<file path="src/rtl/traffic_pkg.sv">
`default_nettype none
// ============================================================================
// Module      : traffic_pkg
// Description : Shared phase encoding and lamp words for the traffic phase
//               controller and its approach arbiter.
// Revision    : 1.0 - initial release
// ============================================================================
package traffic_pkg;

  // Junction phase; the encoding is fixed so a stray value falls to ALL_RED
  typedef enum logic [1:0] {
    ST_ALL_RED = 2'd0,
    ST_GREEN   = 2'd1,
    ST_AMBER   = 2'd2
  } state_t;

  // Lamp word layout per approach: {red, amber, left, front, right}
  localparam logic [4:0] LAMP_RED   = 5'b10000;
  localparam logic [4:0] LAMP_AMBER = 5'b01000;
  localparam logic [4:0] LAMP_GREEN = 5'b00111;

  // Lamp word for one approach given the phase and whether it owns the phase
  function automatic logic [4:0] lamp_for(input state_t st, input logic is_active);
    logic [4:0] w;
    w = LAMP_RED;
    if (is_active && st == ST_GREEN) w = LAMP_GREEN;
    if (is_active && st == ST_AMBER) w = LAMP_AMBER;
    return w;
  endfunction

endpackage
`default_nettype wire

</file>
<file path="src/rtl/dir_arbiter.sv">
`default_nettype none
// ============================================================================
// Module      : dir_arbiter
// Description : Combinational three-tier approach selector: lowest emergency
//               request, else lowest priority request, else round-robin.
// Revision    : 1.0 - initial release
// ============================================================================
module dir_arbiter #(
  parameter  int NUM_DIR = 4,
  localparam int DIR_W   = $clog2(NUM_DIR)
) (
  input  logic [NUM_DIR-1:0] i_e_req,
  input  logic [NUM_DIR-1:0] i_p_req,
  input  logic [DIR_W-1:0]   i_cur_dir,
  input  logic               i_advance,
  output logic [DIR_W-1:0]   o_sel_dir
);

  logic             w_e_hit;
  logic             w_p_hit;
  logic [DIR_W-1:0] w_e_idx;
  logic [DIR_W-1:0] w_p_idx;
  logic [DIR_W-1:0] w_rr_idx;

  // Scan downwards so the last hit written is the lowest set index
  always_comb begin
    w_e_hit = 1'b0;
    w_p_hit = 1'b0;
    w_e_idx = '0;
    w_p_idx = '0;
    for (int i = NUM_DIR - 1; i >= 0; i--) begin
      if (i_e_req[i]) begin
        w_e_hit = 1'b1;
        w_e_idx = DIR_W'(i);
      end
      if (i_p_req[i]) begin
        w_p_hit = 1'b1;
        w_p_idx = DIR_W'(i);
      end
    end
  end

  // Round-robin successor; the first selection after reset keeps approach 0
  always_comb begin
    w_rr_idx = i_cur_dir;
    if (i_advance) begin
      if (i_cur_dir == DIR_W'(NUM_DIR - 1)) w_rr_idx = '0;
      else                                  w_rr_idx = i_cur_dir + 1'b1;
    end
  end

  // Tier priority: emergency, then priority load, then round-robin
  always_comb begin
    o_sel_dir = w_rr_idx;
    if (w_p_hit) o_sel_dir = w_p_idx;
    if (w_e_hit) o_sel_dir = w_e_idx;
  end

endmodule
`default_nettype wire

</file>
<file path="src/rtl/traffic_phase_ctrl.sv">
`default_nettype none
// ============================================================================
// Module      : traffic_phase_ctrl
// Description : N-approach traffic phase controller. Cycles ALL_RED -> GREEN
//               -> AMBER with emergency truncation/extension and
//               request-steered approach selection. All outputs registered.
// Revision    : 1.0 - initial release
// ============================================================================
module traffic_phase_ctrl
  import traffic_pkg::*;
#(
  parameter  int NUM_DIR   = 4,
  parameter  int GREEN_CYC = 16,
  parameter  int AMBER_CYC = 4,
  parameter  int CNT_W     = 6,
  localparam int DIR_W     = $clog2(NUM_DIR)
) (
  input  logic                 clk,
  input  logic                 reset,
  input  logic [NUM_DIR-1:0]   p_req,
  input  logic [NUM_DIR-1:0]   e_req,
  output logic [5*NUM_DIR-1:0] light,
  output logic [DIR_W-1:0]     active_dir,
  output logic [CNT_W-1:0]     countdown,
  output logic                 phase_start,
  output logic                 emergency_active
);

  // Parameter legality is enforced at elaboration
  generate
    if (NUM_DIR < 2) begin : g_chk_num_dir
      $error("traffic_phase_ctrl: NUM_DIR must be at least 2");
    end
    if (GREEN_CYC < 1 || GREEN_CYC > (1 << CNT_W)) begin : g_chk_green
      $error("traffic_phase_ctrl: GREEN_CYC out of range for CNT_W");
    end
    if (AMBER_CYC < 1 || AMBER_CYC > (1 << CNT_W)) begin : g_chk_amber
      $error("traffic_phase_ctrl: AMBER_CYC out of range for CNT_W");
    end
  endgenerate

  localparam logic [CNT_W-1:0] c_green_load = CNT_W'(GREEN_CYC - 1);
  localparam logic [CNT_W-1:0] c_amber_load = CNT_W'(AMBER_CYC - 1);

  state_t             r_state;
  logic               r_init_done;   // first ALL_RED after reset is a hold cycle
  logic               r_first_sel;   // no round-robin advance until first green
  logic [DIR_W-1:0]   w_sel_dir;
  logic [NUM_DIR-1:0] w_active_mask;
  logic               w_truncate;

  // Full lamp vector for a given phase and owning approach
  function automatic logic [5*NUM_DIR-1:0] f_lamps(input state_t st,
                                                   input logic [DIR_W-1:0] dir);
    logic [5*NUM_DIR-1:0] v;
    for (int d = 0; d < NUM_DIR; d++) begin
      v[5*d +: 5] = lamp_for(st, DIR_W'(d) == dir);
    end
    return v;
  endfunction

  dir_arbiter #(
    .NUM_DIR (NUM_DIR)
  ) u_dir_arbiter (
    .i_e_req   (e_req),
    .i_p_req   (p_req),
    .i_cur_dir (active_dir),
    .i_advance (~r_first_sel),
    .o_sel_dir (w_sel_dir)
  );

  // Any emergency on an approach other than the green owner ends green early
  assign w_active_mask = {{(NUM_DIR-1){1'b0}}, 1'b1} << active_dir;
  assign w_truncate    = |(e_req & ~w_active_mask);

  // Phase FSM with every output registered alongside the state
  always_ff @(posedge clk) begin
    if (reset) begin
      r_state          <= ST_ALL_RED;
      r_init_done      <= 1'b0;
      r_first_sel      <= 1'b1;
      light            <= {NUM_DIR{LAMP_RED}};
      active_dir       <= '0;
      countdown        <= '0;
      phase_start      <= 1'b0;
      emergency_active <= 1'b0;
    end else begin
      phase_start      <= 1'b0;
      emergency_active <= 1'b0;
      case (r_state)
        ST_ALL_RED: begin
          countdown <= '0;
          light     <= {NUM_DIR{LAMP_RED}};
          if (!r_init_done) begin
            r_init_done <= 1'b1;
          end else begin
            r_state     <= ST_GREEN;
            r_first_sel <= 1'b0;
            active_dir  <= w_sel_dir;
            countdown   <= c_green_load;
            phase_start <= 1'b1;
            light       <= f_lamps(ST_GREEN, w_sel_dir);
          end
        end
        ST_GREEN: begin
          if (w_truncate || (!e_req[active_dir] && countdown == '0)) begin
            r_state   <= ST_AMBER;
            countdown <= c_amber_load;
            light     <= f_lamps(ST_AMBER, active_dir);
          end else if (e_req[active_dir]) begin
            emergency_active <= 1'b1;
          end else begin
            countdown <= countdown - 1'b1;
          end
        end
        ST_AMBER: begin
          if (countdown == '0) begin
            r_state <= ST_ALL_RED;
            light   <= {NUM_DIR{LAMP_RED}};
          end else begin
            countdown <= countdown - 1'b1;
          end
        end
        default: begin
          r_state   <= ST_ALL_RED;
          countdown <= '0;
          light     <= {NUM_DIR{LAMP_RED}};
        end
      endcase
    end
  end

endmodule
`default_nettype wire

</file>
<file path="config.mk">
export PLATFORM = sky130hd
export DESIGN_NAME = traffic_phase_ctrl
export DESIGN_NICKNAME = d
export VERILOG_FILES = /design/src/rtl/traffic_pkg.sv /design/src/rtl/dir_arbiter.sv /design/src/rtl/traffic_phase_ctrl.sv
export SDC_FILE = /design/constraint.sdc
export NUM_CORES = 1
export LEC_CHECK = 0
export CAP_MARGIN = 40
export CORE_MARGIN = 2
export CORE_UTILIZATION = 35
export CTS_BUF_LIST = sky130_fd_sc_hd__clkbuf_2
export CTS_CLUSTER_DIAMETER = 100
export DETAILED_ROUTE_END_ITERATION = 10
export PLACE_DENSITY = 0.58
export SKIP_LAST_GASP = 1
export SYNTH_ARGS = -nofsm -noshare
export SYNTH_HDL_FRONTEND = slang
export SYNTH_HIERARCHICAL = 1
export SYNTH_SLANG_ARGS = --single-unit
</file>
<file path="constraint.sdc">
create_clock -name clk -period 3.49 [get_ports clk]
set_clock_uncertainty 0.15 [all_clocks]
set_input_delay 0.5235 -clock clk [delete_from_list [all_inputs] [get_ports clk]]
set_output_delay 0.5235 -clock clk [all_outputs]
set_load 0.05 [all_outputs]
</file>
==> flow_summary.json <==
{
  "status": "completed",
  "synth-async-reset-ratio": 0,
  "path_class": "reg -> out",
  "clk_latency_ns": 0.36,
  "crit_fanout": 12,
  "p_per_area_nw_per_um2": 439,
  "numCtsBuffers": 3,
  "postCtsHoldBufs": 0,
  "worstHoldStart": "light[13]",
  "synth.net_count": 195,
  "die_y_um": 69.6,
  "ys.flop_type": "dfxtp_1",
  "antenna_found_initial": 0,
  "tritoncts": "done",
  "ys_seq_area_frac": 0.346,
  "viasPerCell": 5.25,
  "relSlewSlack": 0.410,
  "gp_congestion": 0.807,
  "wire_per_inst_um": 13.6,
  "dr.pass1.iters": 4,
  "drt_iter0_drc": 53,
  "mostFrequentLayoutCells": "clkdlybuf4s50_1 (39), dfxtp_1 (26), nor2_1 (23)",
  "critPathSlowestCell": "clkdlybuf4s50_1",
  "clk_pin_slew_ns": 0.26,
  "rsz0062_at_grt": "no",
  "grtUsageTotal": 0.145,
  "cp_slowest_stage_delay_ns": 0.90,
  "grt_max_degree": 20,
  "r2r_slack_ns": 0.93,
  "setup-tns-final_ns": 0,
  "drcViolationCount": 0,
  "rows": 23,
  "htree_levels": 1,
  "synth_seq_cells": 26,
  "hold_violations": 0,
  "path_delay_family": "buffers and inverters",
  "crit_chain": "clkdlybuf4s50_1",
  "dieArea_sq_um": 4840,
  "antenna_cells": 0,
  "hpwl_mm": 2.69,
  "synth_edf_count": 0,
  "synth.yosys.warnings": 6,
  "endpoint_kind": "output pin",
  "finalWirelength_mm": 3.54,
  "post_cts_buffers": 0,
  "first_global_vias": 1241,
  "fmaxAchievable_mhz": 386,
  "core_sq_um": 4060,
  "vdd_drop_max_v": 0.000198,
  "leakage_nw": 0.727,
  "synthDistinctLibCells": 52,
  "power_uw": 833,
  "ant_nets": 0,
  "nNetsFinal": 223,
  "synth_area_sq_um": 1510,
  "final_common_cell": "clkdlybuf4s50_1",
  "netlist_instances": 182,
  "maxCapViolCount": 0,
  "hold_path_class": "reg -> reg",
  "synth.avg_cell_area_sq_um": 8.28,
  "worstMarginPinSlew_ns": 0.884,
  "fin_crit_sh": 0.743,
  "cp-startpoint": "active_dir[1]",
  "crit_arrival_ns": 1.92,
  "drv_slew": 0,
  "vias": 1360,
  "dpl.cell_count": 255,
  "layout_min_cycle_time_ns": 2.59,
  "final_layout_size_suffix_gt1_frac": 0.0574,
  "cp-start-kind": "register",
  "setup_viol": 0,
  "crit_required_ns": 2.82,
  "io_pins": 40,
  "r2r-start": "r_state[0]",
  "clockRootBuffer": "clkbuf_2",
  "cts_max_path_buffers": 2,
  "cts_resized": 0,
  "overflow": 0,
  "port_buffers": 39,
  "worst-path-buf-inv": 1,
  "initial_utilization": 0.371,
  "cts_sinks": 26,
  "die_w_um": 69.6,
  "grt_pass1_wl_mm": 5.81,
  "area_delta_synth_final_pct": 26.1,
  "final_cells": 259
}
[routing by layer]
| metal | global-route usage | part of all wire |
|---|---|---|
| met5 | 0 | 0 |
| met4 | 0.0458 | 0.0088 |
| met3 | 0.0276 | 0.037 |
| met2 | 0.224 | 0.46 |
| met1 | 0.202 | 0.50 |
[final cells by class]
type | count | area, sq um
clock buffer | 3 | 15.0
clock inverter | 1 | 30.0
fill | 379 | 2160
inverter | 9 | 33.8
multi-input combinational | 129 | 832
sequential | 26 | 520
tap | 50 | 62.6
timing repair buffer | 41 | 405
[worst min-delay path, stage by stage, from the launching register on]
cell and delay (ns):
dfxtp_1 0.37, nand2_1 0.05, mux2i_1 0.05
[power breakdown]
part	total [mW]	internal, mW	switching (mW)
clock network	0.191	0.0986	0.0923
logic	0.295	0.111	0.183
registers	0.348	0.321	0.0271
total	0.833	0.531	0.303
[kinds of logic after synthesis]
kind of cell,Yosys count,share of synthesized area
AOI/OAI and AO/OA,45,0.208
adders and majority gates,3,0.0249
buffers and inverters,27,0.102
DFF,26,0.346
muxes,10,0.0772
and+or+nand+nor,71,0.242
[sequential cells by signal, indices dropped and copies added (netlist names)]
| register | flops |
|---|---|
| r_first_sel | 1 |
| emergency_active | 1 |
| phase_start | 1 |
| countdown | 6 |
| r_init_done | 1 |
| light | 12 |
| r_state | 2 |
| active_dir | 2 |
[worst paths after layout]
kind              cells after the start             to
setup reg to reg                      5   countdown[3]
hold reg to reg                       2      light[13]
setup / recovery                      1  active_dir[1]
hold / removal                        2      light[13]
[through the flow]
| step | instance area (sq um) | hold WS [ns] | setup WS, ns | util |
|---|---|---|---|---|
| after floorplan | 1510 | 0.317 | 0.883 | - |
| after global placement | 1850 | 0.303 | 0.690 | 0.457 |
| after detailed placement | 1850 | 0.303 | 0.668 | 0.457 |
| after CTS | 1900 | 0.331 | 0.897 | 0.468 |
| after global routing | 1900 | 0.347 | 0.738 | 0.468 |
| final | 1900 | 0.325 | 0.898 | 0.468 |
[cell usage after synthesis (2+ instances only)]
cell,number,area share
nand3_1,9,0.030
o21ai_0,7,0.023
o22ai_1,2,0.0083
o2bb2ai_1,2,0.012
clkbuf_1,3,0.0075
nor2_1,23,0.057
nor3b_1,2,0.010
nand2b_1,2,0.0083
buf_2,3,0.010
nand2_1,13,0.032
a21oi_1,10,0.033
o31ai_1,2,0.010
mux2i_1,6,0.040
o21ai_1,2,0.0066
or3_1,5,0.021
inv_1,8,0.020
buf_6,2,0.015
nor2b_1,8,0.033
mux2_1,3,0.022
buf_4,9,0.045
o31a_1,2,0.012
nor3_1,2,0.0066
ha_1,3,0.025
dfxtp_1,26,0.35
(Power assumes the default switching activity.)
==> edit 1: new RTL, same settings <==
`CNT_W`: 6 -> 7.
--- a/src/rtl/traffic_phase_ctrl.sv
+++ b/src/rtl/traffic_phase_ctrl.sv
@@ -12,7 +12,7 @@
   parameter  int NUM_DIR   = 4,
   parameter  int GREEN_CYC = 16,
   parameter  int AMBER_CYC = 4,
-  parameter  int CNT_W     = 6,
+  parameter  int CNT_W     = 7,
   localparam int DIR_W     = $clog2(NUM_DIR)
 ) (
   input  logic                 clk,
Ports: changed (resized countdown); port bits go from 40 to 41. No check against the original RTL was run, so the function may have changed too.
==> edit 1 against the unedited design <==
  * Synthesized area rose by 2.0%
  * Cell area rose by 1.2%
  * Setup slack lost 0.026 ns
  * Sequential cell count is 1 higher
  * Core utilization down 2.1 points
  * Register-to-register slack improved by 0.10 ns
  * Worst hold slack better by 0.026 ns
  * Via count rose by 1.3%
  * Wire length fell by 5.7%
  * Synthesized cell count down 2.2%
  * Sequential power rose by 3%
  * Power shrank 7.2%
==> edit 1: results (changes against the unedited design) <==
[routing]
avgViaCountPerCell=5.34  ; was 5.25
drt_iter0_drc=114  ; was 53
total_routed_wire_length_on_the_met1_layer_mm=1.64  ; was 1.76 mm
routedWlPerCell_um=12.9  ; was 13.6 um
met2_length_mm=1.51  ; was 1.61 mm

[worst_hold_path]
hold-path-cell-count=1  ; was 2

[global_route]
gr-usage-met3_pct=0.866  ; was 2.76%
first_global_vias=1204  ; was 1,241
grt_use_met1_pct=19.9  ; was 20.2%
global_route.usage.met2_pct=20.2  ; was 22.4%
grt_use_total_pct=13.4  ; was 14.5%
grt_start_max_net_pins=25  ; was 20

[power_and_ir_drop]
power_combinational_uw=290  ; was 295 uW
power.leakage_uw=0.000654  ; was 0.000727 uW
pd_cells_nw_per_um2=402  ; was 439 nW/um^2

[setup_path]
cp_max_fo=13  ; was 12
worstRegToRegCells=7  ; was 5

[synthesis]
seq_area_frac_synth_pct=35.2  ; was 34.6%
synthCells=178  ; was 182
synth_top_cells_by_count=sky130_fd_sc_hd__dfxtp_1 (27), sky130_fd_sc_hd__nor2_1 (18), sky130_fd_sc_hd__a21oi_1 (14)  ; was sky130_fd_sc_hd__dfxtp_1 (26), sky130_fd_sc_hd__nor2_1 (23), sky130_fd_sc_hd__nand2_1 (13)
synth.lib_cells_used.distinct=50  ; was 52
post_synth_main_area_contributors=sky130_fd_sc_hd__dfxtp_1 (35%), sky130_fd_sc_hd__a21oi_1 (4.6%), sky130_fd_sc_hd__buf_4 (4.4%), sky130_fd_sc_hd__nor2_1 (4.4%), sky130_fd_sc_hd__nand3b_1 (2.4%)  ; was sky130_fd_sc_hd__dfxtp_1 (35%), sky130_fd_sc_hd__nor2_1 (5.7%), sky130_fd_sc_hd__buf_4 (4.5%), sky130_fd_sc_hd__mux2i_1 (4.0%), sky130_fd_sc_hd__a21oi_1 (3.3%)

[layout]
drive_gt1_share_pct=7.77  ; was 5.74%
fill_cells=431  ; was 379
finish.cell_count_without_fillers=258  ; was 259
net_count_final=219  ; was 223

[place]
port_buffers=40  ; was 39

[clock_network]
cts.clk_slew.worst_paths_ns=0.28  ; was 0.26 ns

[outcome]
outcome=finished, final reports clean  ; unchanged

[timing]
measured_slew_at_the_worst_slew_check_pin_ns=0.534  ; was 0.884 ns

[edit 1: cell count changes after synthesis, sizes merged, moves of 5 or more]
| cell | change |
|---|---|
| nand2 | -6 |
| nand3b | +5 |
| nor2 | -5 |
| o31ai | +5 |
[edit 1: layout make-up]
class / instances / area [sq um] / share of cell area (%)
multi-input cells: 125 / 847 / 44.1
flip-flops and latches: 27 / 541 / 28.1
inverters: 8 / 31.3 / 1.63
well taps: 52 / 65.1 / 3.39
clock inverters: 1 / 7.51 / 0.391
repair buffers: 42 / 415 / 21.6
clock buffers: 3 / 15.0 / 0.781
[edit 1: kinds of logic after synthesis]
kind of cell	synth area share, %
mux	2.77
compound gates	22.8
flops	35.2
simple gates	27.9
fa+ha+maj	1.63
buf+inv	9.69
[edit 1: final timing paths]
check | to | slack [ns]
max reg2reg | light[4] | 1.03
min | r_first_sel | 0.35
min reg2reg | r_first_sel | 0.35
max | active_dir[0] | 0.87
==> edit 2: new RTL, config.mk and constraints unchanged <==
Without the edit above. The 3 states of `state_t` get a one-hot encoding in 3 bits.
--- a/src/rtl/traffic_pkg.sv
+++ b/src/rtl/traffic_pkg.sv
@@ -8,10 +8,10 @@
 package traffic_pkg;
 
   // Junction phase; the encoding is fixed so a stray value falls to ALL_RED
-  typedef enum logic [1:0] {
-    ST_ALL_RED = 2'd0,
-    ST_GREEN   = 2'd1,
-    ST_AMBER   = 2'd2
+  typedef enum logic [2:0] {
+    ST_ALL_RED = 3'b001,
+    ST_GREEN   = 3'b010,
+    ST_AMBER   = 3'b100
   } state_t;
 
   // Lamp word layout per approach: {red, amber, left, front, right}
Function: same outputs for any inputs over 10 cycles, from zero or initial values and one cycle with reset high; not proved beyond that.
==> edit 2 against the unedited design <==
  * Worst hold slack improved by 0.020 ns
  * Clock power fell by 37%
  * Sequential share of layout area decreased by 1.5 points
  * Non-clock buffer count did not move
  * Wire length rose by 17%
  * Critical path type is now in -> reg
  * Global-route usage up 1.5 points
  * Power fell by 18%
  * Synthesized cell count rose by 16%
  * Critical endpoint is now light[19]
  * Synthesized area increased by 13%
  * Sequential cell count rose by 1
  * Setup slack got worse by 0.12 ns
  * Cell area grew 9.7%
  * Largest power group unchanged
==> edit 2: results (changes against the unedited design) <==
[timing]
setup_slack_ns=0.780  ; was 0.898 ns
hold_ws_ns=0.345  ; was 0.325 ns
slew-limit-headroom_pct=44.7  ; was 41.0%

[layout]
fill_cells=481  ; was 379
multi_input_area_sq_um=1030  ; was 832 sq um
reg.largest.list=light (12), countdown (6), r_state (3)  ; was light (12), countdown (6)
net_count_final=252  ; was 223
drive_gt1_share_pct=5.88  ; was 5.74%

[synthesis]
seq_area_frac_synth_pct=31.8  ; was 34.6%
synth.lib_cells_used.distinct=52  ; unchanged
postSynthNetCount=224  ; was 195
post_synth_main_area_contributors=sky130_fd_sc_hd__dfxtp_1 (32%), sky130_fd_sc_hd__a21oi_1 (5.9%), sky130_fd_sc_hd__o21ai_0 (5.3%), sky130_fd_sc_hd__nor2_1 (4.2%), sky130_fd_sc_hd__buf_4 (3.5%)  ; was sky130_fd_sc_hd__dfxtp_1 (35%), sky130_fd_sc_hd__nor2_1 (5.7%), sky130_fd_sc_hd__buf_4 (4.5%), sky130_fd_sc_hd__mux2i_1 (4.0%), sky130_fd_sc_hd__a21oi_1 (3.3%)
synth_async_sr_flop_share_pct=0  ; unchanged
synth_top_cells_by_count=sky130_fd_sc_hd__dfxtp_1 (27), sky130_fd_sc_hd__a21oi_1 (20), sky130_fd_sc_hd__nor2_1 (19)  ; was sky130_fd_sc_hd__dfxtp_1 (26), sky130_fd_sc_hd__nor2_1 (23), sky130_fd_sc_hd__nand2_1 (13)
syn_area_per_cell_sq_um=8.05  ; was 8.28 sq um

[power_and_ir_drop]
power.leakage_uw=0.000720  ; was 0.000727 uW
vdd.ir_drop.worst_uv=133  ; was 198 uV
p_int_uw=434  ; was 531 uW

[setup_path]
cp_slowest_cell=sky130_fd_sc_hd__clkdlybuf4s50_1  ; unchanged
data_arrival_critical_path_ns=2.85  ; was 1.92 ns
reg2reg_slack_ns=0.91  ; was 0.93 ns
maximum_cell_stage_delay_along_the_critical_path_ns=0.59  ; was 0.90 ns
cp_max_fo=11  ; was 12

[place]
dp_worst_setup_slack_ns=0.376  ; was 0.668 ns
instance_area_after_placement_sq_um=2060  ; was 1850 sq um
post-place-cells=288  ; was 255
dpl.hpwl_mm=3.06  ; was 2.69 mm
port_buffers=39  ; unchanged
place.gp.congestion=0.860  ; was 0.807

[routing]
vias=1621  ; was 1,360
drt_iter0_drc=86  ; was 53
avgViaCountPerCell=5.55  ; was 5.25
wl_met3_um=176  ; was 130 um
routedWlPerCell_um=14.2  ; was 13.6 um
met2_length_mm=1.76  ; was 1.61 mm
total_routed_wire_length_on_the_met1_layer_mm=2.17  ; was 1.76 mm

[clock_network]
cts-root-buf=sky130_fd_sc_hd__clkbuf_2  ; unchanged

[global_route]
antenna_violations_before_repair=0  ; unchanged
first_pass_grt_wire_length_mm=6.91  ; was 5.81 mm
grt_use_total_pct=15.9  ; was 14.5%
first_global_vias=1422  ; was 1,241
grt_start_max_net_pins=17  ; was 20

[job]
cap_violations=0  ; unchanged

[outcome]
outcome=finished, final reports clean  ; unchanged

edit 2: changes by cell type in the layout (fill, tap and decap cells not counted), sizes merged, moves of 4 or more:
cell and delta:
nor3 +5, mux2i -4, o211ai +7, a21oi +9, nand3 -6, o21ai +10, and2 +4, nor2 -4
edit 2: final timing paths:
path	from	to	depth (start not counted)
worst max register to register	active_dir[0]	light[13]	6
worst min register to register	light[13]	light[13]	2
worst min-delay path	light[13]	light[13]	2
worst max-delay path	e_req[0]	light[19]	7
edit 2: cell families (layout without fill, tap and decap cells):
family / count (synthesis) / count (layout) / synth area share (%)
compound gates: 71 / 71 / 27.9
flops: 27 / 27 / 31.8
simple gates: 81 / 81 / 26.6
xor+xnor: 2 / 2 / 1.03
mux: 3 / 3 / 2.73
fa+ha+maj: 3 / 3 / 2.21
buf+inv: 24 / 51 / 7.66
edit 2: worst max-delay path: cells and delay by family:
family	cells	cell delay (ns)
AND/OR/NAND/NOR	3	0.83
AO/OA/AOI/OAI	3	0.91
buffers and inverters	1	0.59
edit 2: power groups by stage:
stage	registers (uW)	clock network, uW	logic (uW)
final	347	120	217
after global routing	351	138	239
after CTS	347	126	217
after detailed placement	353	0	216
after global placement	353	0	216
after floorplan	378	0	126
edit 2: layer usage:
| layer | vias to the layer above | global-route usage (%) |
|---|---|---|
| li1 | 831 | - |
| met1 | 738 | 23.7 |
| met2 | 48 | 24.1 |
| met3 | 4 | 1.65 |
| met4 | 0 | 4.85 |
| met5 | - | 0 |
edit 2: layout make-up:
| type | instances | share of cell area (%) |
|---|---|---|
| multi-input cells | 160 | 49.3 |
| clock inverters | 1 | 0.240 |
| inverters | 6 | 1.08 |
| repair buffers | 41 | 19.5 |
| clock buffers | 3 | 0.721 |
| flip-flops and latches | 27 | 25.9 |
| well taps | 54 | 3.24 |
